==> config.mk <==
export PLATFORM = sky130hd
export DESIGN_NAME = play_i2s_tx
export DESIGN_NICKNAME = d
export VERILOG_FILES = /design/src/rtl/play_i2s_tx.sv
export SDC_FILE = /design/constraint.sdc
export NUM_CORES = 1
export LEC_CHECK = 0
export CELL_PAD_IN_SITES_DETAIL_PLACEMENT = 2
export CELL_PAD_IN_SITES_GLOBAL_PLACEMENT = 2
export CORE_MARGIN = 4
export CORE_UTILIZATION = 30
export DETAILED_ROUTE_END_ITERATION = 10
export PLACE_DENSITY_LB_ADDON = 0.1
export SLEW_MARGIN = 20
export SYNTH_ARGS = -nofsm -noshare
export SYNTH_HDL_FRONTEND = slang
export SYNTH_SLANG_ARGS = --single-unit
==> constraint.sdc <==
create_clock -name i_bclk -period 4.7 [get_ports i_bclk]
set_input_delay 0.94 -clock i_bclk [delete_from_list [all_inputs] [get_ports i_bclk]]
set_output_delay 0.94 -clock i_bclk [all_outputs]
set_load 0.01 [all_outputs]
==> src/rtl/play_i2s_tx.sv <==
// rtl/play_i2s_tx.sv - I2S / left-justified DAC serializer with a one-pair holding buffer and underrun counting.
// All state advances on the falling i_bclk edge so o_dacdat is stable for the codec's rising-edge sample.
module play_i2s_tx #(
  parameter int SAMPLE_W = 16,
  parameter int UCNT_W   = 8
) (
  input  logic                i_bclk,
  input  logic                i_rst_n,
  input  logic                i_daclrck,
  input  logic                i_mode,
  input  logic [SAMPLE_W-1:0] i_left,
  input  logic [SAMPLE_W-1:0] i_right,
  input  logic                i_valid,
  output logic                o_ready,
  output logic                o_dacdat,
  output logic                o_underrun,
  output logic [UCNT_W-1:0]   o_ucount
);

  localparam int CW = $clog2(SAMPLE_W + 1);

  logic                lrck_q, lrck_d;
  logic                synced_q, synced_d;
  logic [SAMPLE_W-1:0] hold_l_q, hold_l_d, hold_r_q, hold_r_d;
  logic                hold_full_q, hold_full_d;
  logic [SAMPLE_W-1:0] frm_l_q, frm_l_d, frm_r_q, frm_r_d;
  logic                mode_q, mode_d;
  logic [SAMPLE_W-1:0] shift_q, shift_d;
  logic [CW-1:0]       cnt_q, cnt_d;
  logic                dacdat_q, dacdat_d;
  logic                underrun_q, underrun_d;
  logic [UCNT_W-1:0]   ucount_q, ucount_d;

  logic                left_start, right_start, start, mode_eff;
  logic [SAMPLE_W-1:0] word;

  always_comb begin
    lrck_d      = i_daclrck;
    synced_d    = synced_q;
    hold_l_d    = hold_l_q;
    hold_r_d    = hold_r_q;
    hold_full_d = hold_full_q;
    frm_l_d     = frm_l_q;
    frm_r_d     = frm_r_q;
    mode_d      = mode_q;
    shift_d     = shift_q;
    cnt_d       = cnt_q;
    dacdat_d    = 1'b0;
    underrun_d  = 1'b0;
    ucount_d    = ucount_q;
    start       = 1'b0;
    mode_eff    = mode_q;
    word        = '0;

    left_start  = lrck_q & ~i_daclrck;
    right_start = ~lrck_q & i_daclrck;

    if (i_valid && !hold_full_q) begin
      hold_l_d    = i_left;
      hold_r_d    = i_right;
      hold_full_d = 1'b1;
    end

    // A left start is always honoured: it is what brings the serializer into sync.
    if (left_start) begin
      synced_d = 1'b1;
      start    = 1'b1;
      if (hold_full_q) begin
        frm_l_d     = hold_l_q;
        frm_r_d     = hold_r_q;
        hold_full_d = 1'b0;
        mode_d      = i_mode;
        mode_eff    = i_mode;
        word        = hold_l_q;
      end else begin
        frm_l_d    = '0;
        frm_r_d    = '0;
        underrun_d = 1'b1;
        if (ucount_q != {UCNT_W{1'b1}}) ucount_d = ucount_q + UCNT_W'(1);
      end
    end else if (right_start && synced_q) begin
      start = 1'b1;
      word  = frm_r_q;
    end

    // Left-justified puts the MSB out on the start edge; I2S spends that edge on a zero.
    if (start) begin
      if (mode_eff) begin
        dacdat_d = word[SAMPLE_W-1];
        shift_d  = word << 1;
        cnt_d    = CW'(SAMPLE_W - 1);
      end else begin
        shift_d  = word;
        cnt_d    = CW'(SAMPLE_W);
      end
    end else if (cnt_q != '0) begin
      dacdat_d = shift_q[SAMPLE_W-1];
      shift_d  = shift_q << 1;
      cnt_d    = cnt_q - CW'(1);
    end
  end

  always_ff @(negedge i_bclk or negedge i_rst_n) begin
    if (!i_rst_n) begin
      lrck_q      <= 1'b0;
      synced_q    <= 1'b0;
      hold_l_q    <= '0;
      hold_r_q    <= '0;
      hold_full_q <= 1'b0;
      frm_l_q     <= '0;
      frm_r_q     <= '0;
      mode_q      <= 1'b0;
      shift_q     <= '0;
      cnt_q       <= '0;
      dacdat_q    <= 1'b0;
      underrun_q  <= 1'b0;
      ucount_q    <= '0;
    end else begin
      lrck_q      <= lrck_d;
      synced_q    <= synced_d;
      hold_l_q    <= hold_l_d;
      hold_r_q    <= hold_r_d;
      hold_full_q <= hold_full_d;
      frm_l_q     <= frm_l_d;
      frm_r_q     <= frm_r_d;
      mode_q      <= mode_d;
      shift_q     <= shift_d;
      cnt_q       <= cnt_d;
      dacdat_q    <= dacdat_d;
      underrun_q  <= underrun_d;
      ucount_q    <= ucount_d;
    end
  end

  assign o_ready    = ~hold_full_q;
  assign o_dacdat   = dacdat_q;
  assign o_underrun = underrun_q;
  assign o_ucount   = ucount_q;

endmodule

Word level (Yosys, flattened, before mapping)
Index checks and enable logic that the tools add are counted.

storage, ports and cells
  output and inout port bits = 11
  RAM bits = 0
  bits of input ports = 37
  logic and storage cells = 48
  bits in latches = 0
  memory bits (read-only) = 0
  flip-flop bits (word level) = 83
  memories = 0

operators by class
  equality and inequality tests = 1
  multiply operators = 0
  $add $sub $neg = 2
  shift operators = 0
  bitwise gates (word level) = 5
  multiplexer cells = 22
  $lt $le $gt $ge = 0
  divide/modulo/power cells = 0
  reductions and logical operators = 6

operators with widths
  cell                                                                number
  16-bit 2-to-1 mux                                                   7
  5-bit 2-to-1 mux                                                    3
  1-bit 2-to-1 mux                                                    12
  8-bit by 1-bit adder with 8-bit output, second input constant       1
  8-bit inequality test, second input constant                        1
  5-bit nonzero test                                                  1
  5-bit by 1-bit subtractor with 5-bit output, second input constant  1
  1-bit NOT                                                           3
  3-bit AND reduction                                                 1
  1-bit AND                                                           2
  1-bit logical AND                                                   2
  2-bit nonzero test                                                  1
  1-bit zero test                                                     1

Depth between registers and ports, before layout
Gate-level depths: netlist of the first run.

  word-level depth = 7
  depth in mapped cells = 7
  depth with buffers taken out = 6

==> metrics.md, run 1 <==
| Metric | Value |
|---|---|
| Status | complete, no violations |
| Maxcap violations | 0 |
| H-tree levels | 3 |
| Delay-heaviest family, CP | buffers and inverters |
| Clk pwr share | 30.8% |
| Top cell type by total area after synthesis | dfrtn_1 |
| Register share of total power | 45.7% |
| DRT Pass-1 Iters | 4 |
| #FFs+latches synth | 83 |
| Leading cell types in the layout, fill and taps excluded | 83 x dfrtn_1, 62 x nand2_1, 44 x clkdlybuf4s50_1, 31 x o21ai_0, 31 x mux2_2 |
| Syn. warnings | 0 |
| Site Rows | 40 |
| Num CTS Buffers | 9 |
| Gate Count Post-Synth | 339 |
| CP endpoint kind | output port |
| Maximum vdd ir drop | 0.000197 V |
| DRT Wirelength | 9510 µm |
| Pleak | 0.00211 µW |
| Largest net degree at the start of global routing | 84 |
| CTS tree | done |
| Switching power | 673 µW |
| Reg clk slew, reported paths | 0.05 ns |
| Worst path arrival time | 3.69 ns |
| CP Cell Sequence | clkdlybuf4s50_1 |
| CTS root buf | clkbuf_16 |
| Sw frac | 29.2% |
| Share of the synthesized area in the top cell type | 55.7% |
| Cell Area, Placed | 4500 µm² |
| Remaining DRCs | 0 |
| Initial Util | 30.8% |
| First-pass GRT wire length | 16400 µm |
| Clk sink count | 83 |
| RSZ-0062 raised after global routing | no |
| Syn Nets | 378 |
| Area of the mapped netlist | 3730 µm² |
| Setup TNS | 0 ns |
| Chip width | 119 µm |
| Register area share after synthesis | 55.7% |
| CTS Hold Bufs | 0 |
| Most common cell after layout, fill and taps aside | dfrtn_1 |
| Die Area | 14300 µm² |
| Total global routing overflow | 0 |
| Initial antenna violation count | 0 |
| Layout cells sized above 1 | 21.2% |
| Nets | 445 |
| Pint | 1630 µW |
| Max Transition Viols Final | 0 |
| Number of global-route vias before repair | 3174 |
| Mapped Avg Cell Area | 11.0 µm² |
| WP buf/inv | 1 |
| Core footprint | 12100 µm² |
| DIE HEIGHT | 119 µm |
| CP max stage cell | clkdlybuf4s50_1 |
| Area Overhead vs Synth | 30.3% |
| I/O Buffers | 47 |
| DR vias/cell | 4.70 |
| Kind of critical path | reg -> out |
| Rel. slew slack | 68.6% |
| Skew-Pair Late Insertion Delay | 0.34 ns |
| Diode count | 0 |
| CP peak stage delay | 0.56 ns |
| Critical Path Fanout Max | 3 |
| Pwr dens | 474 nW/µm² |
| Cell variety after synth | 39 |
| DR iter-0 viols | 99 |
| Synth top area cells | dfrtn_1 56%, mux2_2 9.4%, nand2_1 6.2% |
| Final ANT Viol Nets | 0 |
| Ports | 48 |
| Worst-Margin Slew | 0.471 ns |
| Worst setup SP type | register |
| Clock Tree Buf Depth | 2 |
| Power share of the combinational group | 23.5% |
| WL/cell | 16.4 µm |
| Finished Core Util | 40.1% |
| HP Class | reg -> reg |
| DR vias | 2719 |
| Post-route cell area | 4860 µm² |
| Hold Violations, Final | 0 |
| DP Wirelength | 6350 µm |
| WP data required | 3.76 ns |
| All-layer global routing usage | 14.5% |
| Min Hold Slack | 0.429 ns |
| Final setup fails | 0 |
| FILL cells | 1295 |
| Gp weighted congestion | 0.723 |
| Skew final | 0.00616 ns |
-- layer usage --
layer | wire length (µm) | track usage (%) | share of wire, %
met1 | 4690 | 19.2 | 49
met2 | 4400 | 23.1 | 46
met3 | 262 | 3.18 | 2.8
met4 | 165 | 5.73 | 1.7
met5 | 0 | 0 | 0
-- sequential cells by signal, summed over array words and instances (netlist names) --
register     count
mode_q           1
synced_q         1
o_underrun       1
o_ucount         8
o_dacdat         1
hold_full_q      1
cnt_q            5
frm_r_q         16
shift_q         16
lrck_q           1
hold_l_q        16
hold_r_q        16
-- area by class of cell --
type / instances / area, µm² / share of cell area [%]
clock buffers: 10 / 229 / 4.71
repair buffers: 77 / 736 / 15.1
multi-input cells: 229 / 1520 / 31.3
clock inverters: 6 / 65.1 / 1.34
flip-flops and latches: 83 / 2080 / 42.8
inverters: 6 / 22.5 / 0.464
well taps: 168 / 210 / 4.33
-- logic make-up (layout without fill, tap and decap cells) --
kind of cell / count (synthesis) / in the layout / synth area share (%)
flip-flops: 83 / 83 / 55.7
multiplexers: 35 / 35 / 10.6
XOR/XNOR: 8 / 8 / 1.88
AO/OA/AOI/OAI: 75 / 75 / 13.6
adder cells (fa/ha/maj): 2 / 2 / 0.671
AND/OR/NAND/NOR: 109 / 109 / 13.8
buffers and inverters: 27 / 99 / 3.69
-- worst paths after layout --
path                       cells past startpoint         from  slack (ns)          end
setup / recovery                               1  o_ucount[6]        0.07  o_ucount[6]
hold / removal                                 2  frm_r_q[15]        0.43  frm_r_q[15]
setup reg to reg                               5  hold_full_q        2.80  shift_q[15]
hold reg to reg                                2  frm_r_q[15]        0.43  frm_r_q[15]
max in group asynchronous                      2      i_rst_n        1.44   frm_r_q[9]
min in group asynchronous                      2      i_rst_n        2.85  o_ucount[3]
-- stage by stage --
stage	setup WS, ns	std cells	power [µW]
finish	0.0673	579	2310
global route	0.0135	579	2460
CTS	0.0103	578	2360
detailed placement	-0.356	556	1600
global placement	-0.302	556	1570
floorplan	0.222	339	1360
-- cell usage after synthesis --
library cell and number:
a21oi_1 5, o32a_1 1, a32o_1 2, mux2_2 31, ha_1 2, nor4b_4 1
o22ai_2 1, inv_1 6, mux2i_1 1, nand3_1 5, xor2_1 2, nand3_2 1
buf_2 11, o22a_1 2, nand3b_1 3, a22o_1 14, clkbuf_1 6, o21ai_0 31
a41oi_4 1, nor2b_4 1, a22oi_1 2, nor3_1 1, nor2b_1 1, or3b_4 1
a31o_2 1, nand4_1 3, and3b_1 2, xnor2_1 6, buf_1 1, mux2_1 2
and2_1 3, buf_6 3, nor2_1 20, and2b_1 1, mux2_4 1, dfrtn_1 83
nand2_1 62, nand2b_1 4, a31oi_1 15
-- worst min-delay path: stages, from the launching register on --
cell	delay, ns
dfrtn_1	0.40
nand2_1	0.05
o21ai_0	0.06
-- power by group through the flow --
stage | Clock [µW] | Combinational, µW | Sequential, µW
floorplan | 0 | 321 | 1040
global placement | 0 | 501 | 1070
detailed placement | 0 | 517 | 1080
CTS | 741 | 557 | 1060
global route | 768 | 615 | 1080
finish | 710 | 542 | 1050
-- repair_timing --
item,4_1_cts,5_1_grt
endpoints found under the setup margin,6,6
gates resized for setup,2,2
endpoints found under the hold margin,0,0
buffers inserted,6,1
(Power assumes the default switching activity.)
==> inputs of run 2 (changes only) <==
--- a/config.mk
+++ b/config.mk
@@ -8,8 +8,9 @@
 export CELL_PAD_IN_SITES_DETAIL_PLACEMENT = 2
 export CELL_PAD_IN_SITES_GLOBAL_PLACEMENT = 2
 export CORE_MARGIN = 4
-export CORE_UTILIZATION = 30
+export CORE_UTILIZATION = 44
 export DETAILED_ROUTE_END_ITERATION = 10
+export DONT_BUFFER_PORTS = 1
 export PLACE_DENSITY_LB_ADDON = 0.1
 export SLEW_MARGIN = 20
 export SYNTH_ARGS = -nofsm -noshare
==> run 2 against run 1 <==
Compared with the run above: critical path depth down 1; worst setup slack better by 0.43 ns; clock power down 18%; sequential share of layout area up 8.5 points; via count down 7.2%; register-to-register slack worse by 0.50 ns; non-clock buffer count down 68; largest power group unchanged.
==> metrics.md, run 2 (synthesis results as in run 1) <==
| Metric | Value |
|---|---|
| WP data required | 3.76 ns (about the same) |
| DRT Wirelength | 9370 µm (-1.5%) |
| Clk sink count | 83 (unchanged) |
| Final ANT Viol Nets | 0 (unchanged) |
| RSZ-0062 raised after global routing | no |
| CTS root buf | clkbuf_8 |
| DP Wirelength | 6610 µm (+4.0%) |
| Area Overhead vs Synth | 8.63% |
| DR vias/cell | 5.63 (+20%) |
| Layout cells sized above 1 | 18.7% (-2.5 points) |
| Hold Violations, Final | 0 (unchanged) |
| Post-CTS Resized | 0 (-2) |
| Setup Buffers After CTS | 0 (-6) |
| Site Rows | 33 (-18%) |
| CTS tree | done |
| Skew-Pair Late Insertion Delay | 0.34 ns (about the same) |
| HP Class | reg -> reg |
| Critical Path Fanout Max | 4 (+1) |
| Chip width | 100 µm (-16%) |
| Initial Util | 45.4% (+15 points) |
| DRT Pass-1 Iters | 4 (unchanged) |
| Worst path arrival time | 3.26 ns (-0.43 ns) |
| Kind of critical path | reg -> out |
| Diode count | 0 (unchanged) |
| Area of the multi-input gates | 1510 µm² (-0.41%) |
| CP endpoint kind | output port |
| I/O Buffers | 0 (-100%) |
| Post-route cell area | 4050 µm² (-17%) |
| Clock Tree Buf Depth | 2 (unchanged) |
| Status | complete, no violations |
| Total global routing overflow | 0 (unchanged) |
| All-layer global routing usage | 20.4% (+5.9 points) |
| Ports | 48 (unchanged) |
| Storage element area | 2080 µm² (unchanged) |
| Gp weighted congestion | 0.787 (+8.9%) |
| DIE HEIGHT | 100 µm (-16%) |
| Core footprint | 8220 µm² (-32%) |
| Pwr dens | 510 nW/µm² (+7.5%) |
| Die Area | 10000 µm² (-30%) |
| WL/cell | 20.9 µm (+27%) |
| Remaining DRCs | 0 (unchanged) |
| Maximum vdd ir drop | 0.000238 V (+21%) |
| Maxcap violations | 0 (unchanged) |
| FF-to-FF setup slack | 2.30 ns (-0.50 ns) |
| FILL cells | 843 (-35%) |
| Nets | 377 (-15%) |
| DR iter-0 viols | 84 (-15%) |
| First-pass GRT wire length | 15900 µm (-3.4%) |
| Num CTS Buffers | 9 (unchanged) |
| Finished Core Util | 49.3% (+9.2 points) |
| Final setup fails | 0 (unchanged) |
| Initial antenna violation count | 0 (unchanged) |
| Rel. slew slack | 43.3% (-25 points) |
| Worst-Margin Slew | 0.846 ns (+0.375 ns) |
| Leading cell types in the layout, fill and taps excluded | 83 x dfrtn_1, 62 x nand2_1, 31 x o21ai_0, 31 x mux2_2, 20 x nor2_1 |
| Cell Area, Placed | 3820 µm² (-15%) |
| Most common cell after layout, fill and taps aside | dfrtn_1 |
| Max Transition Viols Final | 0 (unchanged) |
| H-tree levels | 3 (unchanged) |
| Worst setup SP type | register |
| Skew final | 0.0105 ns (+0.00437 ns) |
| Largest net degree at the start of global routing | 84 (unchanged) |
| CTS Hold Bufs | 0 (unchanged) |
| Pleak | 0.00175 µW (-17%) |
| DR vias | 2524 (-7.2%) |
| Setup TNS | 0 ns (unchanged) |
| Number of global-route vias before repair | 2928 (-7.8%) |
| Reg clk slew, reported paths | 0.06 ns (about the same) |
==> run 2: layout make-up <==
class	instances	area share (%)
repair buffers	9	1.98
flip-flops and latches	83	51.3
well taps	105	3.24
clock inverters	7	2.50
multi-input cells	229	37.4
inverters	6	0.556
clock buffers	9	3.06
==> run 2: final timing paths <==
check	endpoint	depth (start not counted)	start
max in group asynchronous	hold_l_q[13]	0	i_rst_n
worst max-delay path	o_ucount[7]	0	o_ucount[7]
worst min register to register	hold_r_q[7]	1	hold_r_q[7]
worst min-delay path	hold_r_q[7]	1	hold_r_q[7]
worst max register to register	shift_q[6]	6	cnt_q[0]
min in group asynchronous	cnt_q[2]	0	i_rst_n
==> run 2: per-layer routing <==
metal / track usage [%] / wire length [µm] / vias up / share of wire, %
met4: 4.87 / 110 / 0 / 1.2
li1: - / - / 1177 / -
met5: 0 / 0 / - / 0
met1: 27.3 / 4150 / 1302 / 44
met3: 4.93 / 302 / 10 / 3.2
met2: 33.7 / 4810 / 35 / 51
==> run 2: power by group <==
group          internal (µW)  switching (µW)
logic                    199             202
clock network            303             277
registers                926             158
total                   1430             637
==> run 2: per-stage QoR <==
| step | power [µW] | hold slack (ns) | cells | setup slack [ns] |
|---|---|---|---|---|
| after floorplan | 1360 | 0.410 | 339 | 0.222 |
| after global placement | 1460 | 0.427 | 432 | 0.231 |
| after detailed placement | 1510 | 0.442 | 432 | 0.170 |
| after CTS | 2090 | 0.443 | 448 | 0.503 |
| after global routing | 2210 | 0.463 | 448 | 0.468 |
| final | 2060 | 0.439 | 448 | 0.498 |
==> RTL edit 1, RTL diff (settings of run 2) <==
Set the parameter `SAMPLE_W` to 32 (it was 16).
--- a/src/rtl/play_i2s_tx.sv
+++ b/src/rtl/play_i2s_tx.sv
@@ -3,3 +3,3 @@
 module play_i2s_tx #(
-  parameter int SAMPLE_W = 16,
+  parameter int SAMPLE_W = 32,
   parameter int UCNT_W   = 8
Interface: changed (resized i_left and i_right); port bits go from 48 to 80. No check against the original RTL was run, so the function may have changed too.
==> RTL edit 1 against run 2 <==
Highest routed layer is now met5. Power is 84% higher. Final area is 81% higher. Register-to-register slack better by 120 ps. First-iteration DRC count is 130% higher. Non-clock buffer count is 5 higher. Synthesized cell count is 69% higher. Hold slack worse by 23 ps. Setup slack worse by 120 ps. Count of clock-buffer cells in the layout is 11 higher. Utilization is 0.50 points higher. Routed wire length is 75% higher. Critical endpoint is now shift_q[13]$_DFFE_NN0P_. Sequential cell count is 65 higher. Sequential share of layout area is 0.68 points lower. Area after synthesis is 78% higher.
==> RTL edit 1: results (changes against run 2) <==
- The run finished with clean final reports.
- Overall via count from detail_route: 4390 (+74%)
* Inverters, non-clock: 5 (-1)
* Wirelength, routed: 16400 um (+75%)
- The transition at the pin with the smallest max-transition slack is 460 ps (-386 ps).
* Total Routing Usage GR: 20.6% (+0.23 points)
- The pin count of the biggest net entering global routing was 149 (+77%).
* Most numerous cell types in the synthesized netlist: sky130_fd_sc_hd__dfrtn_1, sky130_fd_sc_hd__nand2_1, sky130_fd_sc_hd__mux2_2
- Iteration-0 DRC Markers: 196 (+130%)
- The overall die area is 17200 um2 (+71%).
* Clock tree buffer count of the final layout: 20 (+11)
- The clock transition at the registers of the reported paths came to 40 ps (-20 ps).
- The post-detailed-placement cell area was 6770 um2 (+77%).
- Layout filler cell count: 1455 (+73%)
- Clock-cell share of area: 7.44% (+1.9 points)
* P per Cell Area: 518 nW/um2 (+1.6%)
- Post-synth net total: 646 (+71%)
- The xor/xnor share of the synthesized area was 1.32% (-0.56 points).
- The number of buffers created by CTS was 17 (+8).
- The highest metal layer carrying signal wires in the routed design is met5.
* Flip-flop and latch area: 3700 um2 (+78%)
- Fraction of the mapped netlist area in compound gates: 14.3% (+0.63 points)
* Syn Area/Cell: 11.6 um2 (+5.4%)
- The met1 global-route usage was 26.7% (-0.61 points).
- Post-placement worst setup slack: -36.4 ps (-207 ps)
RTL edit 1: cell types whose count changed after synthesis, sizes merged, moves of 29 or more:
cell,run 2,this run
nand3,6,35
nor2,20,63
a22oi,2,33
mux2,34,66
o21a,0,30
dfrtn,83,148
o32a,1,30
RTL edit 1: final timing paths:
check,start,end,slack (ps)
worst max-delay path,i_daclrck,shift_q[13]$_DFFE_NN0P_,370
worst min-delay path,frm_r_q[14]$_DFFE_NN0N_,frm_r_q[14]$_DFFE_NN0N_,420
worst max register to register,hold_full_q$_DFF_NN0_,shift_q[13]$_DFFE_NN0P_,2420
worst min register to register,frm_r_q[14]$_DFFE_NN0N_,frm_r_q[14]$_DFFE_NN0N_,420
max in group asynchronous,i_rst_n,shift_q[23]$_DFFE_NN0P_,1920
min in group asynchronous,i_rst_n,hold_r_q[5]$_DFFE_NN0P_,2470
RTL edit 1: tightest hold or removal path: cells and delay by family, from the launching register on:
| family | cells | cell delay (ps) |
|---|---|---|
| and+or+nand+nor | 2 | 100 |
| DFF | 1 | 400 |
==> RTL edit 2, RTL diff (settings of run 2) <==
Without the edit above. Remove the register `underrun_q`: a continuous assignment takes its place, so the output `o_underrun` follows one clock earlier.
--- a/src/rtl/play_i2s_tx.sv
+++ b/src/rtl/play_i2s_tx.sv
@@ -115,3 +115,2 @@
       dacdat_q    <= 1'b0;
-      underrun_q  <= 1'b0;
       ucount_q    <= '0;
@@ -129,3 +128,2 @@
       dacdat_q    <= dacdat_d;
-      underrun_q  <= underrun_d;
       ucount_q    <= ucount_d;
@@ -133,2 +131,4 @@
   end
+
+  assign underrun_q = underrun_d;
 
Check against the original RTL: not equivalent (Yosys sat finds a counterexample within 4 cycles, from zero or initial values and one cycle with i_rst_n low).
==> RTL edit 2 against run 2 <==
Power up 2.3%. Sequential cell count fell by 1. Routed wire length down 2.7%. Setup slack got worse by 400 ps. Area after synthesis fell by 0.67%. Largest power group unchanged. Register-to-register slack got worse by 20 ps. Final area is essentially flat.
==> RTL edit 2: results (changes against run 2) <==
* Worst-case vdd ir drop: 225 uV (-5.6%)
- Post-synth net total: 377 (-0.26%)
- Critical Path Max Stage Delay: 450 ps
- The iteration-0 DRC count of the detailed router was 74 (-12%).
- Worst setup slack for register-to-register paths: 2280 ps (-20 ps)
- The average wire per cell in the routed design was 20.3 um (-3.0%).
* Residual DRC count: 0 (unchanged)
- The net switching component of the power came to 0.000637 W (about the same).
- The final clock skew was 12.8 ps (+2.23 ps).
* CP Data Arrival Time: 3660 ps (+400 ps)
- The half-perimeter wire length after detailed placement was 6430 um (-2.7%).
* Total Routing Usage GR: 19.6% (-0.78 points)
- The initial antenna violation count is 0 (unchanged).
- The number of cells traversed by the worst register-to-register path came to 5 (-1).
* Clock edge transition at the registers on the reported setup and hold paths: 60 ps (about the same)
* Setup Viol. Count Final: 0 (unchanged)
* Antenna diodes: 0 (unchanged)
- Standby leakage power: 1.76 nW (+0.49%)
- Count of yosys warnings during synthesis: 0 (unchanged)
- In the synthesized netlist, the cells that appear most often are sky130_fd_sc_hd__dfrtn_1, sky130_fd_sc_hd__nand2_1, sky130_fd_sc_hd__mux2_2, sky130_fd_sc_hd__o21ai_0, sky130_fd_sc_hd__nor2_1.
* Crit-path slowest cell: sky130_fd_sc_hd__or3b_4
- Total CTS buffers: 9 (unchanged)
- The first-pass iteration count of the detailed router was 4 (unchanged).
- The run finished with clean final reports.
* Slew HR: 40.5% (-2.8 points)
- Cell Area, Placed: 3790 um2 (-0.79%)
- The final weighted congestion in routability-driven placement came to 0.783 (-0.58%).
* Maximum number of pins on one net before global-route repair: 83 (-1.2%)
* Count of cell types in the netlist: 39 (unchanged)
* Worst setup path end: o_underrun
* Share of synthesized registers carrying an async set or reset: 100% (unchanged)
- Startpoint of the lowest-slack register-to-register path: cnt_q[0]$_DFFE_NN0P_
- Clock tree root buffer cell: sky130_fd_sc_hd__clkbuf_8
- The share of cells above drive strength 1 is 19.2% (+0.53 points).
* Via count of the first global-routing pass: 2909 (-0.65%)
- Ranked by total cell area, the synthesized netlist is headed by sky130_fd_sc_hd__dfrtn_1, sky130_fd_sc_hd__mux2_2, sky130_fd_sc_hd__nand2_1.
* Layout filler cell count: 842 (-0.12%)
* Global-route congestion overflow total: 0 (unchanged)
- The biggest area contributor in the post-synthesis netlist is sky130_fd_sc_hd__dfrtn_1.
* Global-route wire length before repair: 15200 um (-4.1%)
- The buffer levels on the longest clock path came to 2 (unchanged).
- The routed via count is 2554 (+1.2%).
- Path type of the worst min-delay path: register to register
* Crit. Startpoint: hold_full_q$_DFF_NN0_
* Capture instance of the worst register-to-register path: cnt_q[0]$_DFFE_NN0P_
- The clock insertion delay at the later pin of the skew report was 340 ps (about the same).
* Worst-path fanout max: 3 (-1)
- The fraction of the yosys area taken by sequential cells came to 55.4% (-0.30 points).
* Cells resized by post-CTS repair: 0 (unchanged)
==> RTL edit 2: stage by stage <==
stage	worst slack [ps]	hold WS (ps)	cells
floorplan	222	410	338
finish	101	438	449
global placement	229	422	432
global route	52.1	474	449
CTS	60.7	442	449
detailed placement	194	442	432
==> RTL edit 2: cells by family after synthesis <==
group | count (synthesis) | synth area share [%]
flip-flops | 82 | 55.4
adder cells (fa/ha/maj) | 2 | 0.676
AND/OR/NAND/NOR | 109 | 13.9
multiplexers | 35 | 10.7
XOR/XNOR | 8 | 1.89
buffers and inverters | 27 | 3.72
AO/OA/AOI/OAI | 75 | 13.7
==> RTL edit 2: how the worst min path moves through the flow <==
stage | startpoint | end | depth (start not counted)
floorplan | synced_q$_DFFE_NN0N_ | synced_q$_DFFE_NN0N_ | 1
detailed placement | hold_r_q[7]$_DFFE_NN0P_ | hold_r_q[7]$_DFFE_NN0P_ | 1
global placement | frm_r_q[10]$_DFFE_NN0N_ | frm_r_q[10]$_DFFE_NN0N_ | 2
CTS | hold_r_q[7]$_DFFE_NN0P_ | hold_r_q[7]$_DFFE_NN0P_ | 1
global route | frm_r_q[12]$_DFFE_NN0N_ | frm_r_q[12]$_DFFE_NN0N_ | 2
finish | hold_r_q[7]$_DFFE_NN0P_ | hold_r_q[7]$_DFFE_NN0P_ | 1
==> RTL edit 2: layer usage <==
| metal | share of wire (%) | GRT usage (%) | routed length [um] |
|---|---|---|---|
| met3 | 3.6 | 4.70 | 326 |
| met1 | 45 | 25.9 | 4110 |
| met5 | 0 | 0 | 0 |
| met4 | 1.5 | 5.67 | 141 |
| met2 | 50 | 32.3 | 4530 |
==> RTL edit 2: critical path: cells and delay by family, from the launching register on <==
family,cells,cell delay [ps]
and+or+nand+nor,1,450
DFF,1,410
buffers and inverters,1,120
==> RTL edit 2: repair_timing <==
item	in CTS	in global routing
setup endpoints to repair	1	0
buffers inserted	1	0
hold buffers	0	0
==> RTL edit 2: layout make-up <==
type,instances,area (um2),share of cell area [%]
inverters,6,22.5,0.556
clock buffers,9,124,3.06
multi-input cells,229,1510,37.3
repair buffers,11,82.6,2.04
well taps,105,131,3.24
flip-flops and latches,82,2050,50.6
clock inverters,7,126,3.12
==> RTL edit 2: power groups by stage <==
stage,clock [W],combinational [W],sequential [W]
floorplan,0,0.000321,0.00103
global placement,0,0.000372,0.00108
detailed placement,0,0.000402,0.00109
CTS,0.000658,0.000408,0.00108
global route,0.000694,0.000451,0.00110
finish,0.000643,0.000398,0.00107
